### config.mk
export PLATFORM = sky130hd
export DESIGN_NAME = dmem_port_arbiter
export DESIGN_NICKNAME = d
export VERILOG_FILES = /design/src/rtl/dmem_port_arbiter.sv
export SDC_FILE = /design/constraint.sdc
export NUM_CORES = 1
export LEC_CHECK = 0
export BUFFER_PORTS_ARGS = -buffer_cell sky130_fd_sc_hd__buf_4
export CORE_AREA = 2 2 156 158
export CTS_BUF_LIST = sky130_fd_sc_hd__clkbuf_16
export DETAILED_ROUTE_END_ITERATION = 12
export DIE_AREA = 0 0 158 160
export GPL_TIMING_DRIVEN = 0
export PLACE_DENSITY = 0.66
export SETUP_SLACK_MARGIN = 0.1
export SLEW_MARGIN = 30
export SYNTH_ARGS = -nofsm -noshare
export SYNTH_HDL_FRONTEND = slang
export SYNTH_SLANG_ARGS = --single-unit
### constraint.sdc
create_clock -name clk -period 1.5 [get_ports clk]
set_input_delay 0.15 -clock clk [delete_from_list [all_inputs] [get_ports clk]]
set_output_delay 0.15 -clock clk [all_outputs]
set_load 0.05 [all_outputs]
### src/rtl/dmem_port_arbiter.sv
// Round-robin arbiter sharing one Data_Memory port between the ALU writeback
// port (0) and the load/store unit (1); one transaction in flight at a time.
module dmem_port_arbiter #(
    parameter int ADDR_W = 7,
    parameter int DATA_W = 72
) (
    input  logic              clk,
    input  logic              reset,
    input  logic              req_valid_0,
    input  logic              req_we_0,
    input  logic [ADDR_W-1:0] req_addr_0,
    input  logic [DATA_W-1:0] req_wdata_0,
    output logic              req_ready_0,
    output logic              rsp_valid_0,
    input  logic              rsp_ready_0,
    input  logic              req_valid_1,
    input  logic              req_we_1,
    input  logic [ADDR_W-1:0] req_addr_1,
    input  logic [DATA_W-1:0] req_wdata_1,
    output logic              req_ready_1,
    output logic              rsp_valid_1,
    input  logic              rsp_ready_1,
    output logic [DATA_W-1:0] rsp_rdata,
    output logic              mem_we,
    output logic [ADDR_W-1:0] mem_addr,
    output logic [DATA_W-1:0] mem_wdata,
    input  logic [DATA_W-1:0] mem_rdata,
    output logic              busy
);

    typedef enum logic [1:0] {
        IDLE  = 2'd0,
        ISSUE = 2'd1,
        RESP  = 2'd2
    } state_t;

    state_t              r_state;
    logic                r_rr_ptr;
    logic                r_op_we;
    logic                r_owner;
    logic [ADDR_W-1:0]   r_addr;
    logic [DATA_W-1:0]   r_wdata;
    logic [DATA_W-1:0]   r_rdata;
    logic                r_mem_we;
    logic                r_rsp_valid_0;
    logic                r_rsp_valid_1;

    logic                w_grant_0;
    logic                w_grant_1;
    logic                w_accept;
    logic                w_sel_we;
    logic [ADDR_W-1:0]   w_sel_addr;
    logic [DATA_W-1:0]   w_sel_wdata;
    logic                w_rsp_taken;

    // Grant only in IDLE; rr_ptr breaks the tie when both ports ask at once.
    always_comb begin
        w_grant_0 = 1'b0;
        w_grant_1 = 1'b0;
        if (r_state == IDLE) begin
            if (req_valid_0 && req_valid_1) begin
                w_grant_0 = ~r_rr_ptr;
                w_grant_1 = r_rr_ptr;
            end else begin
                w_grant_0 = req_valid_0;
                w_grant_1 = req_valid_1;
            end
        end
    end

    assign w_accept    = w_grant_0 | w_grant_1;
    assign w_sel_we    = w_grant_1 ? req_we_1    : req_we_0;
    assign w_sel_addr  = w_grant_1 ? req_addr_1  : req_addr_0;
    assign w_sel_wdata = w_grant_1 ? req_wdata_1 : req_wdata_0;
    assign w_rsp_taken = r_owner ? rsp_ready_1 : rsp_ready_0;

    always_ff @(posedge clk or negedge reset) begin
        if (!reset) begin
            r_state       <= IDLE;
            r_rr_ptr      <= 1'b0;
            r_op_we       <= 1'b0;
            r_owner       <= 1'b0;
            r_addr        <= '0;
            r_wdata       <= '0;
            r_rdata       <= '0;
            r_mem_we      <= 1'b0;
            r_rsp_valid_0 <= 1'b0;
            r_rsp_valid_1 <= 1'b0;
        end else begin
            case (r_state)
                IDLE: begin
                    if (w_accept) begin
                        r_op_we  <= w_sel_we;
                        r_addr   <= w_sel_addr;
                        r_owner  <= w_grant_1;
                        r_rr_ptr <= ~w_grant_1;
                        r_mem_we <= w_sel_we;
                        // Write data only moves on writes so mem_wdata keeps its last issued value.
                        if (w_sel_we) begin
                            r_wdata <= w_sel_wdata;
                        end
                        r_state  <= ISSUE;
                    end
                end
                ISSUE: begin
                    r_mem_we <= 1'b0;
                    if (r_op_we) begin
                        r_state <= IDLE;
                    end else begin
                        r_rdata       <= mem_rdata;
                        r_rsp_valid_0 <= ~r_owner;
                        r_rsp_valid_1 <= r_owner;
                        r_state       <= RESP;
                    end
                end
                RESP: begin
                    if (w_rsp_taken) begin
                        r_rsp_valid_0 <= 1'b0;
                        r_rsp_valid_1 <= 1'b0;
                        r_state       <= IDLE;
                    end
                end
                default: begin
                    r_mem_we <= 1'b0;
                    r_state  <= IDLE;
                end
            endcase
        end
    end

    assign req_ready_0 = w_grant_0;
    assign req_ready_1 = w_grant_1;
    assign rsp_valid_0 = r_rsp_valid_0;
    assign rsp_valid_1 = r_rsp_valid_1;
    assign rsp_rdata   = r_rdata;
    assign mem_we      = r_mem_we;
    assign mem_addr    = r_addr;
    assign mem_wdata   = r_wdata;
    assign busy        = (r_state != IDLE);

endmodule

==> metrics <==
failing checks=setup timing; Cell Pwr Density=2250 nW/um^2; Filler cells=1764; measured slew at the worst slew-check pin=0.9129 ns; Seq cells post-synth=159; crit path time final=1.812 ns; GPL Wtd Cong=0.8139; Mapped Area=7169 um^2; register area share after synthesis=55.50%; combinational fraction of design power=64.5%; Adder-Cell Fraction of Synth Area=0%; leakage=6.906 nW; final wirelength=34300 um; CTS sink cnt=159; Fin Setup TNS=-24.03 ns; largest net degree at the start of global routing=83; startpoint types=flip-flop; Mean Syn Cell Area=11.36 um^2; multiplexer share of the synthesized area=11.47%; largest cells by area after synthesis=dfrtp_1 (55%), mux2_1 (11%), a311oi_1 (8.8%); WL per Instance=22.53 um; die height=160 um; detailed-placement wirelength estimate=20250 um; port bufs=393; fin util=64.44%; final worst-path setup slack=-0.3119 ns; CORE AREA=23820 um^2; grt total ovfl=0; vias per inst=5.198; CP Data Required Time=1.81 ns; P_int=0.01758 W; initial drt markers=392; area grow syn2layout=114.1%; crit path DAT=2.12 ns; syn nets=869; Post-Synthesis Cells=631; global-route usage over all layers=25.55%; DP Area=10820 um^2; status=finished with violations; largest family of logic cells by synthesized area=simple AND/OR/NAND/NOR gates; number of CTS-inserted buffers=17; fraction of synthesized cell area in xor and xnor cells=0%; DR pass1 iterations=5; Pins Over Slew Limit=0; DRC=0; Psw=0.01695 W; insertion delay to the later sink of the worst-skew pair=0.43 ns; largest fanout on the critical path=5; final instance area=15350 um^2; cell taking the most area after synthesis=dfrtp_1; CP endpoint kind=flip-flop; initial antenna violation count=0; unique cell type count in the Yosys netlist=34; area share of the largest cell type after synthesis=55.50%; WL met2=17660 um; global-route wire length before repair=49370 um; CP dominant cell by count=buf_6; Finish-stage setup viols=159; Worst-path clk slew=0.08 ns; worst r2r path cells=7; Final Hold Vio Count=0; depth of the CTS H-tree=4; yosys warns=0; die area=25280 um^2; routed metal-1 wirelength=13630 um; ys async rst share=100.0%; worst-path cell chain=buf_6 -> nor3b_4 -> buf_6 -> buf_8 -> buf_6 -> buf_16 -> mux2_4; period utilization=120.8%; Sequential Power Share=22.8%; Antenna diodes=0; unrepaired setup endpoints after global routing=true; simple-gate area share of the yosys netlist=13.11%; CP Class=flip-flop to flip-flop; slowest stage delay, CP=0.46 ns; Peak Freq=551.9 MHz; Crit-path slowest cell=dfrtp_2; met3 wire length=1923 um; Worst Hold Depth=3; Clock power frac=12.8%; Die X=158 um; CTS Buffer Depth=2; max_cap viols=0; relative slew slack=39.14%; vias in the first global route=8446; Max Clock Skew=0.01252 ns; Primary FF master, synth=dfrtp_1; Worst Hold Class=input port to flip-flop; Max Used Layer=met4; I/O pin count=395; DRT antenna net count=0; via count=7912; TritonCTS clock tree=built; Post-synth EDFFs=0; sw frac=49.10%; Compound-Gate Fraction of Synth Area=11.41%; share of post-route cells with drive strength above 1=70.28%; row count=57; Peak VDD IR=1.262 mV; Initial Util=30.10%; CTS Root Cell=clkbuf_16; NumNets Final=1423
## registers in the layout, summed over array words and instances (netlist names), 2 cells and up
| register | flops |
|---|---|
| mem_wdata | 72 |
| rsp_rdata | 72 |
| mem_addr | 7 |
| r_state | 2 |
## worst max-delay path: cells and delay by family (launching register included)
| kind | cells | cell delay (ns) |
|---|---|---|
| flip-flops | 1 | 0.46 |
| buffers and inverters | 5 | 0.67 |
| AND/OR/NAND/NOR | 1 | 0.24 |
| multiplexers | 1 | 0.31 |
## synth_stat cells (4+ instances only)
library cell and count:
buf_4 5, nor3_1 72, inv_1 76, a311oi_1 72, buf_2 38, and3_1 6
mux2_1 72, a31oi_1 4, dfrtp_1 159, nor4_1 73, a221o_1 7, clkbuf_1 21
## power by group through the flow
stage / clock network (W) / logic (W) / registers (W)
3_3_place_gp: 0 / 0.0166 / 0.00763
4_1_cts: 0.00447 / 0.0211 / 0.00770
6_report: 0.00441 / 0.0223 / 0.00786
2_1_floorplan: 0 / 0.00414 / 0.0147
3_5_place_dp: 0 / 0.0168 / 0.00771
5_1_grt: 0.00464 / 0.0230 / 0.00807
## metal layers
| metal | up-vias | GRT usage, % |
|---|---|---|
| li1 | 3476 | - |
| met1 | 4051 | 31.54 |
| met2 | 306 | 43.97 |
| met3 | 79 | 5.427 |
| met4 | 0 | 8.886 |
| met5 | - | 0 |
## cell families after synthesis
logic type / after synthesis
and+or+nand+nor: 162
DFF: 159
buffers and inverters: 143
muxes: 73
AOI/OAI and AO/OA: 94
## placed cells by master, fill, tap and decap left out, drive strengths merged
master       Yosys  routed
a221o            7       7
a21bo            1       1
nor2b            1       1
or2b             1       1
buf             44     493
nor2             2       2
a31oi            4       4
and3             6       6
dfrtp          159     159
nand3            2       2
bufbuf           0       1
or3b             2       2
clkinvlp         0       2
nor3b            1       1
o21bai           1       1
clkbuf          21      42
o2111a           1       1
nor3            72      72
a311oi          72      72
a21boi           1       1
a22o             2       2
nor4            73      73
inv             78      85
a21oi            1       1
nand4            1       1
o21ai            3       3
dlygate4sd3      0      81
o211ai           1       1
mux2            73      73
clkinv           0       6
nand2            1       1
## final cells by class
class                      count  area (um^2)  area share (%)
timing repair buffer         536         4702           30.63
clock buffer                  17        425.4           2.771
sequential                   159         3983           25.95
buffer                        64        874.6           5.698
clock inverter                15        161.4           1.052
inverter                      78        301.5           1.964
multi-input combinational    329         4497           29.30
tap                          324        405.4           2.641
## repair_timing
item	4_1_cts	5_1_grt
endpoints found under the hold margin	157	0
hold buffers	81	0
setup endpoints to repair	160	159
setup buffers	36	10
resized for setup	365	133
gates cloned	15	5
pin swaps	45	43
## metrics by stage
| stage | setup WS, ns | instances | hold slack [ns] | total power, W |
|---|---|---|---|---|
| after floorplan | -0.08483 | 631 | -0.1456 | 0.01885 |
| after CTS | -0.3339 | 1512 | 0.03969 | 0.03322 |
| after global placement | -0.8396 | 1348 | 0.3674 | 0.02426 |
| after global routing | -0.3450 | 1522 | 0.05063 | 0.03571 |
| after detailed placement | -0.4584 | 1349 | 0.1772 | 0.02446 |
| final | -0.3119 | 1522 | 0.05594 | 0.03453 |
## worst paths after layout
kind | endpoint | slack (ns) | startpoint
worst min-delay path | mem_addr[5]$_DFFE_PN0P_ | 0.06 | req_addr_0[5]
worst max register to register | rsp_rdata[38]$_DFFE_PN0P_ | -0.31 | r_state[1]$_DFFE_PN0P_
max in group asynchronous | mem_wdata[68]$_DFFE_PN0P_ | 0.33 | reset
worst min register to register | rsp_rdata[56]$_DFFE_PN0P_ | 0.52 | rsp_rdata[56]$_DFFE_PN0P_
worst max-delay path | rsp_rdata[38]$_DFFE_PN0P_ | -0.31 | r_state[1]$_DFFE_PN0P_
min in group asynchronous | rsp_rdata[57]$_DFFE_PN0P_ | 0.32 | reset
No activity file was read; power rests on OpenSTA's default activity.
